<file path="src/rtl/usb_pulpino_fifo_channel_pkg.sv">
// Shared types and helpers for the buffered USB<->Pulpino GPIO channel.
package usb_pulpino_chan_pkg;

   typedef enum logic {
      TX_IDLE = 1'b0,
      TX_WAIT = 1'b1
   } tx_state_t;

   // Occupancy counts need one extra bit so that a full FIFO is distinguishable from empty.
   function automatic int cnt_width(input int depth);
      return $clog2(depth) + 1;
   endfunction

endpackage

</file>
<file path="src/rtl/usb_pulpino_sync_fifo.sv">
// Synchronous first-word-fall-through FIFO; the pointer MSB separates full from empty.
module usb_pulpino_sync_fifo
   import usb_pulpino_chan_pkg::*;
#(
   parameter int pDATA_WIDTH = 8,
   parameter int pDEPTH      = 16
) (
   input  logic                          i_clk,
   input  logic                          i_rst,
   input  logic                          i_push,
   input  logic [pDATA_WIDTH-1:0]        i_data,
   input  logic                          i_pop,
   output logic [pDATA_WIDTH-1:0]        o_data,
   output logic                          o_full,
   output logic                          o_empty,
   output logic [cnt_width(pDEPTH)-1:0]  o_count
);

   localparam int CW = cnt_width(pDEPTH);
   localparam int AW = CW - 1;

   logic [pDATA_WIDTH-1:0] r_mem [pDEPTH];
   logic [CW-1:0]          r_wptr;
   logic [CW-1:0]          r_rptr;
   logic                   w_push_ok;
   logic                   w_pop_ok;

   assign o_empty   = (r_wptr == r_rptr);
   assign o_full    = (r_wptr[AW] != r_rptr[AW]) && (r_wptr[AW-1:0] == r_rptr[AW-1:0]);
   assign o_count   = r_wptr - r_rptr;
   assign o_data    = r_mem[r_rptr[AW-1:0]];
   assign w_push_ok = i_push && !o_full;
   assign w_pop_ok  = i_pop && !o_empty;

   always_ff @(posedge i_clk) begin
      if (i_rst) begin
         r_wptr <= '0;
         r_rptr <= '0;
      end else begin
         if (w_push_ok) r_wptr <= r_wptr + 1'b1;
         if (w_pop_ok)  r_rptr <= r_rptr + 1'b1;
      end
   end

   always_ff @(posedge i_clk) begin
      if (w_push_ok) r_mem[r_wptr[AW-1:0]] <= i_data;
   end

endmodule

</file>
<file path="src/rtl/usb_pulpino_fifo_channel.sv">
// Buffered bidirectional word channel between the host register front-end and Pulpino GPIO.
// Optional handshake statistics outputs are enabled with USB_PULPINO_CHAN_STATS_EN.
module usb_pulpino_fifo_channel
   import usb_pulpino_chan_pkg::*;
#(
   parameter int pDATA_WIDTH = 8,
   parameter int pDEPTH      = 16,
   parameter int pCNT_WIDTH  = cnt_width(pDEPTH)
) (
   input  logic                   clk,
   input  logic                   reset_i,
   input  logic                   enable_i,
   input  logic                   host_wr_en,
   input  logic [pDATA_WIDTH-1:0] host_wr_data,
   input  logic                   host_rd_en,
   output logic [pDATA_WIDTH-1:0] host_rd_data,
   output logic                   host_rd_valid,
   input  logic                   host_clr_err,
   output logic [pCNT_WIDTH-1:0]  tx_count,
   output logic [pCNT_WIDTH-1:0]  rx_count,
   output logic                   tx_overflow,
   output logic                   rx_underflow,
   output logic [pDATA_WIDTH-1:0] gpio_data_in,
   output logic                   data_in_io_turn,
   input  logic                   data_in_pulpino_turn,
   input  logic [pDATA_WIDTH-1:0] gpio_data_out,
   input  logic                   data_out_pulpino_turn,
   output logic                   data_out_io_turn
`ifdef USB_PULPINO_CHAN_STATS_EN
   ,
   output logic [31:0]            tx_words_o,
   output logic [31:0]            rx_words_o
`endif
);

   tx_state_t              r_tx_state;
   tx_state_t              w_tx_next;
   logic                   w_tx_launch;
   logic                   w_tx_done;
   logic [pDATA_WIDTH-1:0] w_tx_head;
   logic                   w_tx_full;
   logic                   w_tx_empty;
   logic                   w_rx_full;
   logic                   w_rx_empty;
   logic                   w_rx_ack;
   logic                   w_tx_ovf_evt;
   logic                   w_rx_unf_evt;
   logic [pDATA_WIDTH-1:0] r_gpio_data_in;
   logic                   r_in_io_turn;
   logic                   r_out_io_turn;
   logic                   r_tx_overflow;
   logic                   r_rx_underflow;

   usb_pulpino_sync_fifo #(
      .pDATA_WIDTH (pDATA_WIDTH),
      .pDEPTH      (pDEPTH)
   ) u_tx_fifo (
      .i_clk   (clk),
      .i_rst   (reset_i),
      .i_push  (host_wr_en),
      .i_data  (host_wr_data),
      .i_pop   (w_tx_launch),
      .o_data  (w_tx_head),
      .o_full  (w_tx_full),
      .o_empty (w_tx_empty),
      .o_count (tx_count)
   );

   usb_pulpino_sync_fifo #(
      .pDATA_WIDTH (pDATA_WIDTH),
      .pDEPTH      (pDEPTH)
   ) u_rx_fifo (
      .i_clk   (clk),
      .i_rst   (reset_i),
      .i_push  (w_rx_ack),
      .i_data  (gpio_data_out),
      .i_pop   (host_rd_en),
      .o_data  (host_rd_data),
      .o_full  (w_rx_full),
      .o_empty (w_rx_empty),
      .o_count (rx_count)
   );

   always_ff @(posedge clk) begin
      if (reset_i) r_tx_state <= TX_IDLE;
      else         r_tx_state <= w_tx_next;
   end

   always_comb begin
      w_tx_next   = r_tx_state;
      w_tx_launch = 1'b0;
      w_tx_done   = 1'b0;
      case (r_tx_state)
         TX_IDLE: begin
            if (enable_i && !w_tx_empty) begin
               w_tx_launch = 1'b1;
               w_tx_next   = TX_WAIT;
            end
         end
         TX_WAIT: begin
            if (data_in_pulpino_turn == r_in_io_turn) begin
               w_tx_done = 1'b1;
               w_tx_next = TX_IDLE;
            end
         end
         default: w_tx_next = TX_IDLE;
      endcase
   end

   always_ff @(posedge clk) begin
      if (reset_i) begin
         r_gpio_data_in <= '0;
         r_in_io_turn   <= 1'b0;
      end else if (w_tx_launch) begin
         r_gpio_data_in <= w_tx_head;
         r_in_io_turn   <= !r_in_io_turn;
      end
   end

   // A full RX FIFO withholds the echo, so Pulpino keeps its word until space frees up.
   assign w_rx_ack = (data_out_pulpino_turn != r_out_io_turn) && enable_i && !w_rx_full;

   always_ff @(posedge clk) begin
      if (reset_i)       r_out_io_turn <= 1'b0;
      else if (w_rx_ack) r_out_io_turn <= data_out_pulpino_turn;
   end

   assign w_tx_ovf_evt = host_wr_en && w_tx_full;
   assign w_rx_unf_evt = host_rd_en && w_rx_empty;

   always_ff @(posedge clk) begin
      if (reset_i) begin
         r_tx_overflow  <= 1'b0;
         r_rx_underflow <= 1'b0;
      end else begin
         if (w_tx_ovf_evt)      r_tx_overflow  <= 1'b1;
         else if (host_clr_err) r_tx_overflow  <= 1'b0;
         if (w_rx_unf_evt)      r_rx_underflow <= 1'b1;
         else if (host_clr_err) r_rx_underflow <= 1'b0;
      end
   end

`ifdef USB_PULPINO_CHAN_STATS_EN
   logic [31:0] r_tx_words;
   logic [31:0] r_rx_words;

   always_ff @(posedge clk) begin
      if (reset_i || host_clr_err) begin
         r_tx_words <= '0;
         r_rx_words <= '0;
      end else begin
         if (w_tx_done && r_tx_words != '1) r_tx_words <= r_tx_words + 32'd1;
         if (w_rx_ack && r_rx_words != '1)  r_rx_words <= r_rx_words + 32'd1;
      end
   end

   assign tx_words_o = r_tx_words;
   assign rx_words_o = r_rx_words;
`endif

   assign gpio_data_in     = r_gpio_data_in;
   assign data_in_io_turn  = r_in_io_turn;
   assign data_out_io_turn = r_out_io_turn;
   assign host_rd_valid    = !w_rx_empty;
   assign tx_overflow      = r_tx_overflow;
   assign rx_underflow     = r_rx_underflow;

endmodule

</file>
<file path="config.mk">
export PLATFORM = sky130hd
export DESIGN_NAME = usb_pulpino_fifo_channel
export DESIGN_NICKNAME = d
export VERILOG_FILES = /design/src/rtl/usb_pulpino_fifo_channel_pkg.sv /design/src/rtl/usb_pulpino_sync_fifo.sv /design/src/rtl/usb_pulpino_fifo_channel.sv
export SDC_FILE = /design/constraint.sdc
export NUM_CORES = 1
export LEC_CHECK = 0
export CORE_ASPECT_RATIO = 1.75
export CORE_MARGIN = 10
export CORE_UTILIZATION = 45
export DETAILED_ROUTE_END_ITERATION = 6
export PLACE_DENSITY = 0.74
export SETUP_SLACK_MARGIN = 0.1
export SLEW_MARGIN = 30
export SYNTH_ARGS = -nofsm -noshare
export SYNTH_HDL_FRONTEND = slang
export SYNTH_SLANG_ARGS = --single-unit
</file>
<file path="constraint.sdc">
create_clock -name clk -period 3.83 [get_ports clk]
set_clock_uncertainty 0.1 [all_clocks]
set_input_delay 0.766 -clock clk [delete_from_list [all_inputs] [get_ports clk]]
set_output_delay 0.766 -clock clk [all_outputs]
set_load 0.005 [all_outputs]
</file>
Word-level counts from Yosys, hierarchy flattened
Memory sizes are Yosys's and may differ from the RTL's. A register that Yosys moved wholly into a read port is not among the register bits. Index checks and enable logic that the tools add are counted.

Register bits: 25. Bits in latches: 0. RAM bits: 256. ROM bits: 0. Bits of input ports: 24. Output and inout bits: 31. Memories: 2.

Memories: u_rx_fifo.r_mem (words 16, width 8, read ports 1, clocked after Yosys merged registers in 1, wr ports 1, line usb_pulpino_sync_fifo.sv:22) `logic [pDATA_WIDTH-1:0] r_mem [pDEPTH];`; u_tx_fifo.r_mem (words 16, width 8, read ports 1, clocked after Yosys merged registers in 1, wr ports 1, line usb_pulpino_sync_fifo.sv:22).

Add/subtract/negate cells: 6. Multiply operators: 0. Divide/modulo/power cells: 0. Order comparisons: 0. Equal/unequal tests: 8. Shift operators: 0. Muxes and demuxes: 13. Bitwise gates (word level): 1. Reduce and logical (&&, ||, !) cells: 18.

Operators with widths (count): $add A5 B1 Y5 const B (4); $logic_and A1 B1 Y1 (11); $eq A5 B5 Y1 (2); $mux W1 (10); $sub A5 B5 Y5 (2); $eq A4 B4 Y1 (2); $mux W4 (2); $logic_not A1 Y1 (5); $reduce_bool A2 Y1 (2); $ne A1 B1 Y1 (3); $pmux W1 S2 (1); $eq A1 B1 Y1 (1); $not A1 Y1 (1).

Logic depth before layout (Yosys ltp)
Gate-level depths: netlist of the first run.

Depth in word-level cells: 7. Mapped depth: 9. Depth with buffers taken out: 7.

Modules after synthesis
A second synthesis of the first run with hierarchy kept.

Cell total of the unflattened synthesis: 666. Area total of the unflattened synthesis: 11812.6 sq um.

Modules (own cells, without submodules): usb_pulpino_sync_fifo (instances 2, cells an instance 304, area an instance 5659.2 sq um, sequential area each 4124.0 sq um); usb_pulpino_fifo_channel (instances 1, cells an instance 58, area an instance 494.2 sq um, sequential area each 260.2 sq um).

Worst setup path after synthesis of the first run
No wires, ideal clock.

Path kind: register to register. Start: register u_tx_fifo.r_rptr[2]. End: memory u_tx_fifo.r_mem[1][0], enable pin. Library setup time: 383 ps. Arrival time: 2329 ps. Required time: 3347 ps. Setup slack: 1017 ps. Cell stages (with the launch flop): 9. Cells stage by stage: dfxtp_1 buf_2 buf_2 inv_1 ha_1 nand4_1 o21a_1 nand2_1 nor3_1.

Word-level cells in the longest chain between the ends: 6.

Ends and longest elaborated chain: start: declaration (line usb_pulpino_sync_fifo.sv:24) `logic [CW-1:0] r_rptr;`; start signal: assignment (line usb_pulpino_sync_fifo.sv:41) `if (w_pop_ok) r_rptr <= r_rptr + 1'b1;`; $eq A4 B4 Y1 (line usb_pulpino_sync_fifo.sv:29) `assign o_full = (r_wptr[AW] != r_rptr[AW]) && (r_wptr[AW-1:0] == r_rptr[AW-1:0]);`; $logic_and A1 B1 Y1 (line usb_pulpino_sync_fifo.sv:29); $logic_not A1 Y1 (line usb_pulpino_sync_fifo.sv:32) `assign w_push_ok = i_push && !o_full;`; $logic_and A1 B1 Y1 (line usb_pulpino_sync_fifo.sv:32); $mux W1 (line usb_pulpino_sync_fifo.sv:46) `if (w_push_ok) r_mem[r_wptr[AW-1:0]] <= i_data;`; $mux W1 (implied by the code) (line usb_pulpino_sync_fifo.sv:46); end: declaration (line usb_pulpino_sync_fifo.sv:22).

Every way passes these cells.

==> impl_metrics.prom, run 1 <==
# TYPE chip_impl_metric gauge
chip_impl_metric{name="worst_slew_margin_rel",unit="%"} 42.29
chip_impl_metric{name="ys_seq_elements",unit=""} 293
chip_impl_metric{name="design_internal_power",unit="mW"} 5.727
chip_impl_metric{name="cts_buf_count",unit=""} 27
chip_impl_metric{name="fillerInstances",unit=""} 1939
chip_impl_metric{name="synth_enable_flop_cells",unit=""} 256
chip_impl_info{name="tritoncts",value="yes"} 1
chip_impl_info{name="root_buffer",value="clkbuf_16"} 1
chip_impl_metric{name="drv_slew",unit=""} 0
chip_impl_metric{name="numPortBuffers",unit=""} 54
chip_impl_metric{name="groute.usage.overall",unit="%"} 14.75
chip_impl_metric{name="drt_pass1_iterations",unit=""} 5
chip_impl_info{name="timing.critical_path.slowest_stage_cell",value="mux4_1"} 1
chip_impl_metric{name="synth-seq-area-share",unit="%"} 71.70
chip_impl_metric{name="regToRegSetupSlack",unit="ns"} 0.96
chip_impl_metric{name="post_synth.cell_area_avg",unit="µm²"} 18.63
chip_impl_metric{name="setup_tns",unit="ns"} 0
chip_impl_metric{name="netlist_area",unit="µm²"} 11760
chip_impl_metric{name="rd_place_congestion",unit=""} 0.8400
chip_impl_metric{name="clkSlewWorstSetupHoldPaths",unit="ns"} 0.06
chip_impl_metric{name="post-place-ws",unit="ns"} 0.5621
chip_impl_metric{name="timing.final.ws_setup",unit="ns"} 0.2184
chip_impl_info{name="synth_area_leaders",value="edfxtp_1, mux4_2, dfxtp_1"} 1
chip_impl_metric{name="final_antenna_net_count",unit=""} 0
chip_impl_metric{name="final-setup-viol-count",unit=""} 0
chip_impl_metric{name="floorplan.initialDensity",unit="%"} 45.45
chip_impl_metric{name="cp_max_fo",unit=""} 32
chip_impl_metric{name="boundaryPins",unit=""} 55
chip_impl_metric{name="clock_sink_count",unit=""} 293
chip_impl_metric{name="routed-wl-met2",unit="µm"} 14100
chip_impl_metric{name="ctsLongestPathBuffers",unit=""} 3
chip_impl_metric{name="post_route_cells_drive_above_1_share",unit="%"} 16.26
chip_impl_info{name="setup_repair_after_global_routing_missed_its_margin",value="no"} 1
chip_impl_metric{name="synth_cell_types",unit=""} 42
chip_impl_metric{name="layout_worst_path_cycle_share",unit="%"} 94.30
chip_impl_metric{name="power.net_switching",unit="mW"} 1.641
chip_impl_metric{name="net_count_reported_at_finish",unit=""} 755
chip_impl_metric{name="globalRouteOverflowTotal",unit=""} 0
chip_impl_metric{name="synth.yosys.warnings",unit=""} 0
chip_impl_metric{name="area_growth",unit="%"} 16.50
chip_impl_metric{name="dr_iter_0_viols",unit=""} 417
chip_impl_metric{name="synth_top_cell_area_share",unit="%"} 65.40
chip_impl_metric{name="number_of_standard_cell_rows_in_the_floorplan",unit=""} 78
chip_impl_metric{name="final.hold.worst_slack",unit="ns"} 0.3766
chip_impl_metric{name="pwr-share-comb",unit="%"} 12.7
chip_impl_metric{name="routedLengthMet1",unit="µm"} 8636
chip_impl_info{name="worst_setup_path_start_kind",value="register"} 1
chip_impl_metric{name="largest_net_degree_at_the_start_of_global_routing",unit=""} 33
chip_impl_metric{name="async_set_or_reset_flop_fraction_in_the_synthesized_netlist",unit="%"} 0
chip_impl_info{name="cp_cell_sequence",value="buf_12 -> mux4_1 -> mux4_2 -> clkdlybuf4s50_1"} 1
chip_impl_metric{name="avgViaCountPerCell",unit=""} 5.714
chip_impl_metric{name="cap_viol_max_count",unit=""} 0
chip_impl_metric{name="critical_path.max_stage_delay",unit="ns"} 0.61
chip_impl_metric{name="grt_first_pass_wirelength",unit="µm"} 38170
chip_impl_info{name="critical_path.endpoint_type",value="primary output"} 1
chip_impl_metric{name="power.ir.vdd_worst",unit="mV"} 0.5026
chip_impl_metric{name="die_area",unit="µm²"} 33240
chip_impl_metric{name="antenna_cells",unit=""} 0
chip_impl_metric{name="tightestPinTransition",unit="ns"} 0.8625
chip_impl_info{name="type_of_the_tightest_min_delay_check",value="register to register"} 1
chip_impl_metric{name="first_global_vias",unit=""} 6437
chip_impl_metric{name="route.vias.total",unit=""} 6011
chip_impl_metric{name="timing.final.crit_period",unit="ns"} 3.612
chip_impl_metric{name="die-height",unit="µm"} 233.8
chip_impl_metric{name="final-hold-violation-count",unit=""} 0
chip_impl_metric{name="core",unit="µm²"} 25860
chip_impl_metric{name="syn-instance-count",unit=""} 631
chip_impl_metric{name="totalWireLength",unit="µm"} 24600
chip_impl_metric{name="post_cts_hold_buffer_count",unit=""} 0
chip_impl_info{name="postSynth.topFlopCell",value="edfxtp_1"} 1
chip_impl_metric{name="power_density",unit="nW/µm²"} 538.0
chip_impl_info{name="timing.hold.worst.start",value="r_tx_state"} 1
chip_impl_metric{name="power_leakage",unit="nW"} 4.415
chip_impl_metric{name="fmax",unit="GHz"} 0.2769
chip_impl_info{name="outcome",value="complete, no violations"} 1
chip_impl_metric{name="clock_insertion_delay_at_the_later_pin_of_the_skew_report",unit="ns"} 0.54
chip_impl_metric{name="worst_ep_arrival_time",unit="ns"} 2.75
chip_impl_metric{name="die_w",unit="µm"} 142.2
chip_impl_info{name="criticalPathCategory",value="register to primary output"} 1
chip_impl_metric{name="post-route-util",unit="%"} 52.95
chip_impl_metric{name="remaining_drc_errors",unit=""} 0
chip_impl_info{name="hold_path_end",value="r_tx_state"} 1
chip_impl_metric{name="share_seq_of_total_power",unit="%"} 48.7
chip_impl_metric{name="crit_required",unit="ns"} 2.96
chip_impl_metric{name="synthesis.nets",unit=""} 675
chip_impl_info{name="critical_path.reg2reg.endpoint",value="u_tx_fifo.r_mem[6][7]"} 1
chip_impl_metric{name="dr_wl_met3",unit="µm"} 1218
chip_impl_info{name="top_signal_layer_used",value="met4"} 1
chip_impl_metric{name="ctsHtreeMaxLevel",unit=""} 1
chip_impl_metric{name="drt-wirelength-per-cell",unit="µm"} 23.39
chip_impl_metric{name="swShare",unit="%"} 22.27
chip_impl_metric{name="grt_antenna_before_repair",unit=""} 0
chip_impl_info{name="post-synth-top-area-cell",value="edfxtp_1"} 1
chip_impl_metric{name="dpl.hpwl",unit="µm"} 17710
chip_impl_metric{name="ff2ff_path_depth",unit=""} 6
chip_impl_info{name="timing.rr.start",value="u_tx_fifo.r_rptr[3]"} 1
chip_impl_metric{name="whs_path_depth",unit=""} 2
chip_impl_metric{name="p_clk_share",unit="%"} 38.5
cells by family after synthesis:
kind of cell,synth area share (%)
flip-flops,71.70
AND/OR/NAND/NOR,3.736
multiplexers,14.75
AO/OA/AOI/OAI,3.757
buffers and inverters,2.022
XOR/XNOR,1.778
adder cells (fa/ha/maj),2.257
synthesized netlist by cell type (all sizes together) (2+ instances only):
cell / instances
and2: 2
nand2b: 4
a22oi: 8
nand4: 2
mux4: 65
nor2b: 3
a21o: 5
nand3: 3
o2111ai: 3
and3: 2
nor3: 8
dfxtp: 37
o21ai: 8
edfxtp: 256
o22ai: 7
xor2: 12
mux2i: 18
or3: 5
buf: 21
fa: 2
o21a: 2
nand2: 12
clkbuf: 9
xnor2: 11
a21oi: 22
a311oi: 8
nor2: 56
inv: 15
o211ai: 3
ha: 18
stage by stage:
step | instance area, µm² | std cells | power [mW]
floorplan | 11760 | 631 | 4.245
global placement | 12720 | 1002 | 4.568
detailed placement | 12720 | 1002 | 4.603
CTS | 13690 | 1052 | 7.444
global route | 13690 | 1052 | 7.652
finish | 13690 | 1052 | 7.368
how the worst max path moves through the flow:
stage | slack (ns) | to | cells past startpoint
2_1_floorplan | 1.02 | u_tx_fifo.r_mem[1][0] | 8
3_3_place_gp | 0.64 | host_rd_data[2] | 4
3_5_place_dp | 0.56 | host_rd_data[6] | 4
4_1_cts | 0.13 | host_rd_data[6] | 4
5_1_grt | 0.14 | host_rd_data[6] | 4
6_report | 0.22 | host_rd_data[3] | 4
critical path, delay by kind of cell (launching register included):
kind | cells | cell delay (ns)
buffers and inverters | 2 | 0.72
DFF | 1 | 0.36
muxes | 2 | 1.12
power groups by stage:
stage	clock network (mW)	logic, mW	registers (mW)
final	2.84	0.938	3.59
after global routing	3.03	1.03	3.59
after CTS	2.90	0.958	3.59
after floorplan	0	0.603	3.64
after global placement	0	0.914	3.65
after detailed placement	0	0.949	3.65
placed cells by master, fill, tap and decap left out, drive strengths merged, types with 4 or more instances in the layout:
| cell type | n |
|---|---|
| edfxtp | 256 |
| mux4 | 65 |
| nor2 | 56 |
| clkdlybuf4s50 | 53 |
| dfxtp | 37 |
| clkbuf | 34 |
| buf | 28 |
| a21oi | 22 |
| mux2i | 18 |
| ha | 18 |
| inv | 18 |
| xor2 | 12 |
| nand2 | 12 |
| xnor2 | 11 |
| nor3 | 8 |
| a22oi | 8 |
| a311oi | 8 |
| o21ai | 8 |
| o22ai | 7 |
| clkinv | 6 |
| a21o | 5 |
| or3 | 5 |
| nand2b | 4 |
| bufinv | 4 |
layout make-up:
cell class	instances	area, µm²	share of cell area [%]
sequential	293	8429	61.55
multi-input combinational	293	3089	22.56
clock buffer	34	752.0	5.491
timing repair buffer	81	750.7	5.482
tap	320	400.4	2.924
clock inverter	16	216.5	1.581
inverter	15	56.30	0.4111
per-layer routing:
metal  up-vias  track usage (%)
li1       2694                -
met1      3085            15.72
met2       187            28.41
met3        45            2.512
met4         0            4.647
met5         -                0
registers in the layout (all words and copies together), names as in the netlist, named ones only:
| register | flops |
|---|---|
| u_tx_fifo.r_rptr | 5 |
| data_in_io_turn | 1 |
| u_tx_fifo.r_mem | 128 |
| u_rx_fifo.r_mem | 128 |
| data_out_io_turn | 1 |
| u_rx_fifo.r_rptr | 5 |
| tx_overflow | 1 |
| rx_underflow | 1 |
| u_rx_fifo.r_wptr | 5 |
| gpio_data_in | 8 |
| u_tx_fifo.r_wptr | 5 |
| r_tx_state | 1 |
timing repair:
item                                    4_1_cts  5_1_grt
endpoints found under the setup margin        8        3
buffers inserted                              0        0
resized for setup                             2        2
Power figures use the tool's default switching activity.
==> inputs of run 2 (changes only) <==
CAP_MARGIN = 20   (was default)
CTS_CLUSTER_SIZE = 25   (was default)
==> results of run 2 <==
Final layout, timing and power as in run 1 (identical DEF).
==> inputs of run 3 (changes only) <==
RECOVER_POWER = 50   (was default)
==> impl_metrics.prom, run 3 (synthesis gave the netlist of run 1 again) <==
# TYPE chip_impl_metric gauge
chip_impl_metric{name="placement.cell_area",unit="µm²"} 12720
chip_impl_metric{name="remaining_drc_errors",unit=""} 0
chip_impl_metric{name="final_antenna_net_count",unit=""} 0
chip_impl_info{name="mostFrequentLayoutCells",value="edfxtp_1, nor2_1, mux4_2"} 1
chip_impl_metric{name="regToRegSetupSlack",unit="ns"} 0.98
chip_impl_metric{name="worst_ep_arrival_time",unit="ns"} 2.74
chip_impl_metric{name="post-route-util",unit="%"} 52.94
chip_impl_metric{name="boundaryPins",unit=""} 55
chip_impl_metric{name="layout.area.seq",unit="µm²"} 8429
chip_impl_metric{name="final_area",unit="µm²"} 13690
chip_impl_metric{name="drt-wirelength-per-cell",unit="µm"} 23.37
chip_impl_info{name="tritoncts",value="yes"} 1
chip_impl_info{name="critical_path.reg2reg.endpoint",value="u_tx_fifo.r_mem[6][7]"} 1
chip_impl_info{name="type_of_the_tightest_min_delay_check",value="register to register"} 1
chip_impl_metric{name="worst_slew_margin_rel",unit="%"} 35.79
chip_impl_metric{name="drv_slew",unit=""} 0
chip_impl_metric{name="multiInputGateArea",unit="µm²"} 3089
chip_impl_info{name="timing.hold.worst.start",value="r_tx_state"} 1
chip_impl_metric{name="ctsHtreeMaxLevel",unit=""} 1
chip_impl_metric{name="ff2ff_path_depth",unit=""} 6
chip_impl_metric{name="dpl.hpwl",unit="µm"} 17710
chip_impl_metric{name="numPortBuffers",unit=""} 54
chip_impl_metric{name="cap_viol_max_count",unit=""} 0
chip_impl_metric{name="core",unit="µm²"} 25860
chip_impl_metric{name="die-height",unit="µm"} 233.8
chip_impl_metric{name="power_density",unit="nW/µm²"} 537.3
chip_impl_metric{name="cp_max_fo",unit=""} 32
chip_impl_metric{name="post_cts_hold_buffer_count",unit=""} 0
chip_impl_metric{name="floorplan.initialDensity",unit="%"} 45.45
chip_impl_info{name="critical_path.endpoint_type",value="primary output"} 1
chip_impl_metric{name="ctsLongestPathBuffers",unit=""} 3
chip_impl_info{name="criticalPathCategory",value="register to primary output"} 1
chip_impl_metric{name="totalWireLength",unit="µm"} 24590
chip_impl_metric{name="grt_first_pass_wirelength",unit="µm"} 38170
chip_impl_metric{name="die_area",unit="µm²"} 33240
chip_impl_metric{name="globalRouteOverflowTotal",unit=""} 0
chip_impl_info{name="setup_repair_after_global_routing_missed_its_margin",value="no"} 1
chip_impl_metric{name="tightestPinTransition",unit="ns"} 0.9632
chip_impl_metric{name="final-hold-violation-count",unit=""} 0
chip_impl_metric{name="avgViaCountPerCell",unit=""} 5.725
chip_impl_metric{name="timing.final.crit_period",unit="ns"} 3.607
chip_impl_metric{name="post_route_cells_drive_above_1_share",unit="%"} 16.12
chip_impl_info{name="root_buffer",value="clkbuf_16"} 1
chip_impl_metric{name="power_leakage",unit="nW"} 4.442
chip_impl_metric{name="dr_iter_0_viols",unit=""} 403
chip_impl_metric{name="net_count_reported_at_finish",unit=""} 755
chip_impl_metric{name="layout_worst_path_cycle_share",unit="%"} 94.17
chip_impl_info{name="worst_setup_path_start_kind",value="register"} 1
chip_impl_metric{name="postCtsResizedCells",unit=""} 2
chip_impl_metric{name="setup_tns",unit="ns"} 0
chip_impl_info{name="timing.rr.start",value="u_tx_fifo.r_rptr[3]"} 1
chip_impl_metric{name="whs_path_depth",unit=""} 2
chip_impl_metric{name="final-setup-viol-count",unit=""} 0
chip_impl_metric{name="antenna_cells",unit=""} 0
chip_impl_metric{name="clock_insertion_delay_at_the_later_pin_of_the_skew_report",unit="ns"} 0.54
chip_impl_metric{name="totalPowerFinal",unit="mW"} 7.356
chip_impl_metric{name="cts_buf_count",unit=""} 27
chip_impl_metric{name="first_global_vias",unit=""} 6437
chip_impl_metric{name="area_growth",unit="%"} 16.47
chip_impl_info{name="outcome",value="complete, no violations"} 1
chip_impl_metric{name="final.hold.worst_slack",unit="ns"} 0.3766
chip_impl_metric{name="clock_sink_count",unit=""} 293
chip_impl_metric{name="drt_pass1_iterations",unit=""} 4
chip_impl_info{name="layout_commonest_cell",value="edfxtp_1"} 1
chip_impl_metric{name="largest_net_degree_at_the_start_of_global_routing",unit=""} 33
chip_impl_metric{name="number_of_standard_cell_rows_in_the_floorplan",unit=""} 78
chip_impl_info{name="hold_path_end",value="r_tx_state"} 1
chip_impl_metric{name="fillerInstances",unit=""} 1941
chip_impl_metric{name="grt_antenna_before_repair",unit=""} 0
chip_impl_metric{name="power.ir.vdd_worst",unit="mV"} 0.4997
chip_impl_metric{name="fmax",unit="GHz"} 0.2773
chip_impl_metric{name="rd_place_congestion",unit=""} 0.8400
chip_impl_metric{name="route.vias.total",unit=""} 6023
chip_impl_metric{name="crit_required",unit="ns"} 2.96
chip_impl_metric{name="clkSlewWorstSetupHoldPaths",unit="ns"} 0.06
chip_impl_metric{name="groute.usage.overall",unit="%"} 14.75
chip_impl_metric{name="postCtsSetupRepairBufs",unit=""} 0
chip_impl_metric{name="die_w",unit="µm"} 142.2
## run 3: cell types whose count changed in the layout (fill, tap and decap cells not counted), sizes merged
| cell | change |
|---|---|
| clkdlybuf4s50 | -26 |
| dlygate4sd3 | +26 |
| buf | -1 |
| clkbuf | +1 |
## run 3: how the worst max path moves through the flow
stage / from / to / slack, ns
global placement: register / host_rd_data[2] / 0.64
finish: register / host_rd_data[3] / 0.22
global route: register / host_rd_data[6] / 0.14
floorplan: u_tx_fifo.r_rptr[2] / u_tx_fifo.r_mem[1][0] / 1.02
detailed placement: register / host_rd_data[6] / 0.56
CTS: register / host_rd_data[6] / 0.13
## run 3: critical path: stages, from the launching register on
cell             delay [ns]
dfxtp_1                0.36
buf_12                 0.26
mux4_1                 0.61
mux4_2                 0.50
clkdlybuf4s50_1        0.47
## run 3: final cells by class
type	instances	area share, %
Timing Repair Buffer	81	5.456
Multi-Input combinational cell	293	22.56
Clock buffer	34	5.493
Clock inverter	16	1.581
Sequential cell	293	61.57
Inverter	15	0.4113
Tap cell	320	2.925
## run 3: stage by stage
step | cells | worst slack, ns
6_report | 1052 | 0.2232
5_1_grt | 1052 | 0.1354
4_1_cts | 1052 | 0.1329
3_5_place_dp | 1002 | 0.5621
3_3_place_gp | 1002 | 0.6387
2_1_floorplan | 631 | 1.017
## run 3: power by group
part	switching [mW]	internal (mW)	total, mW
Combinational	0.432	0.493	0.925
Sequential	0.0487	3.54	3.59
Clock	1.16	1.68	2.84
Total	1.64	5.71	7.36
## run 3: layer usage
metal | vias to the layer above | part of all wire (%) | GRT usage [%]
met3 | 45 | 5.1 | 2.512
met2 | 187 | 57 | 28.41
met1 | 3092 | 35 | 15.72
li1 | 2699 | - | -
met4 | 0 | 2.8 | 4.647
met5 | - | 0 | 0
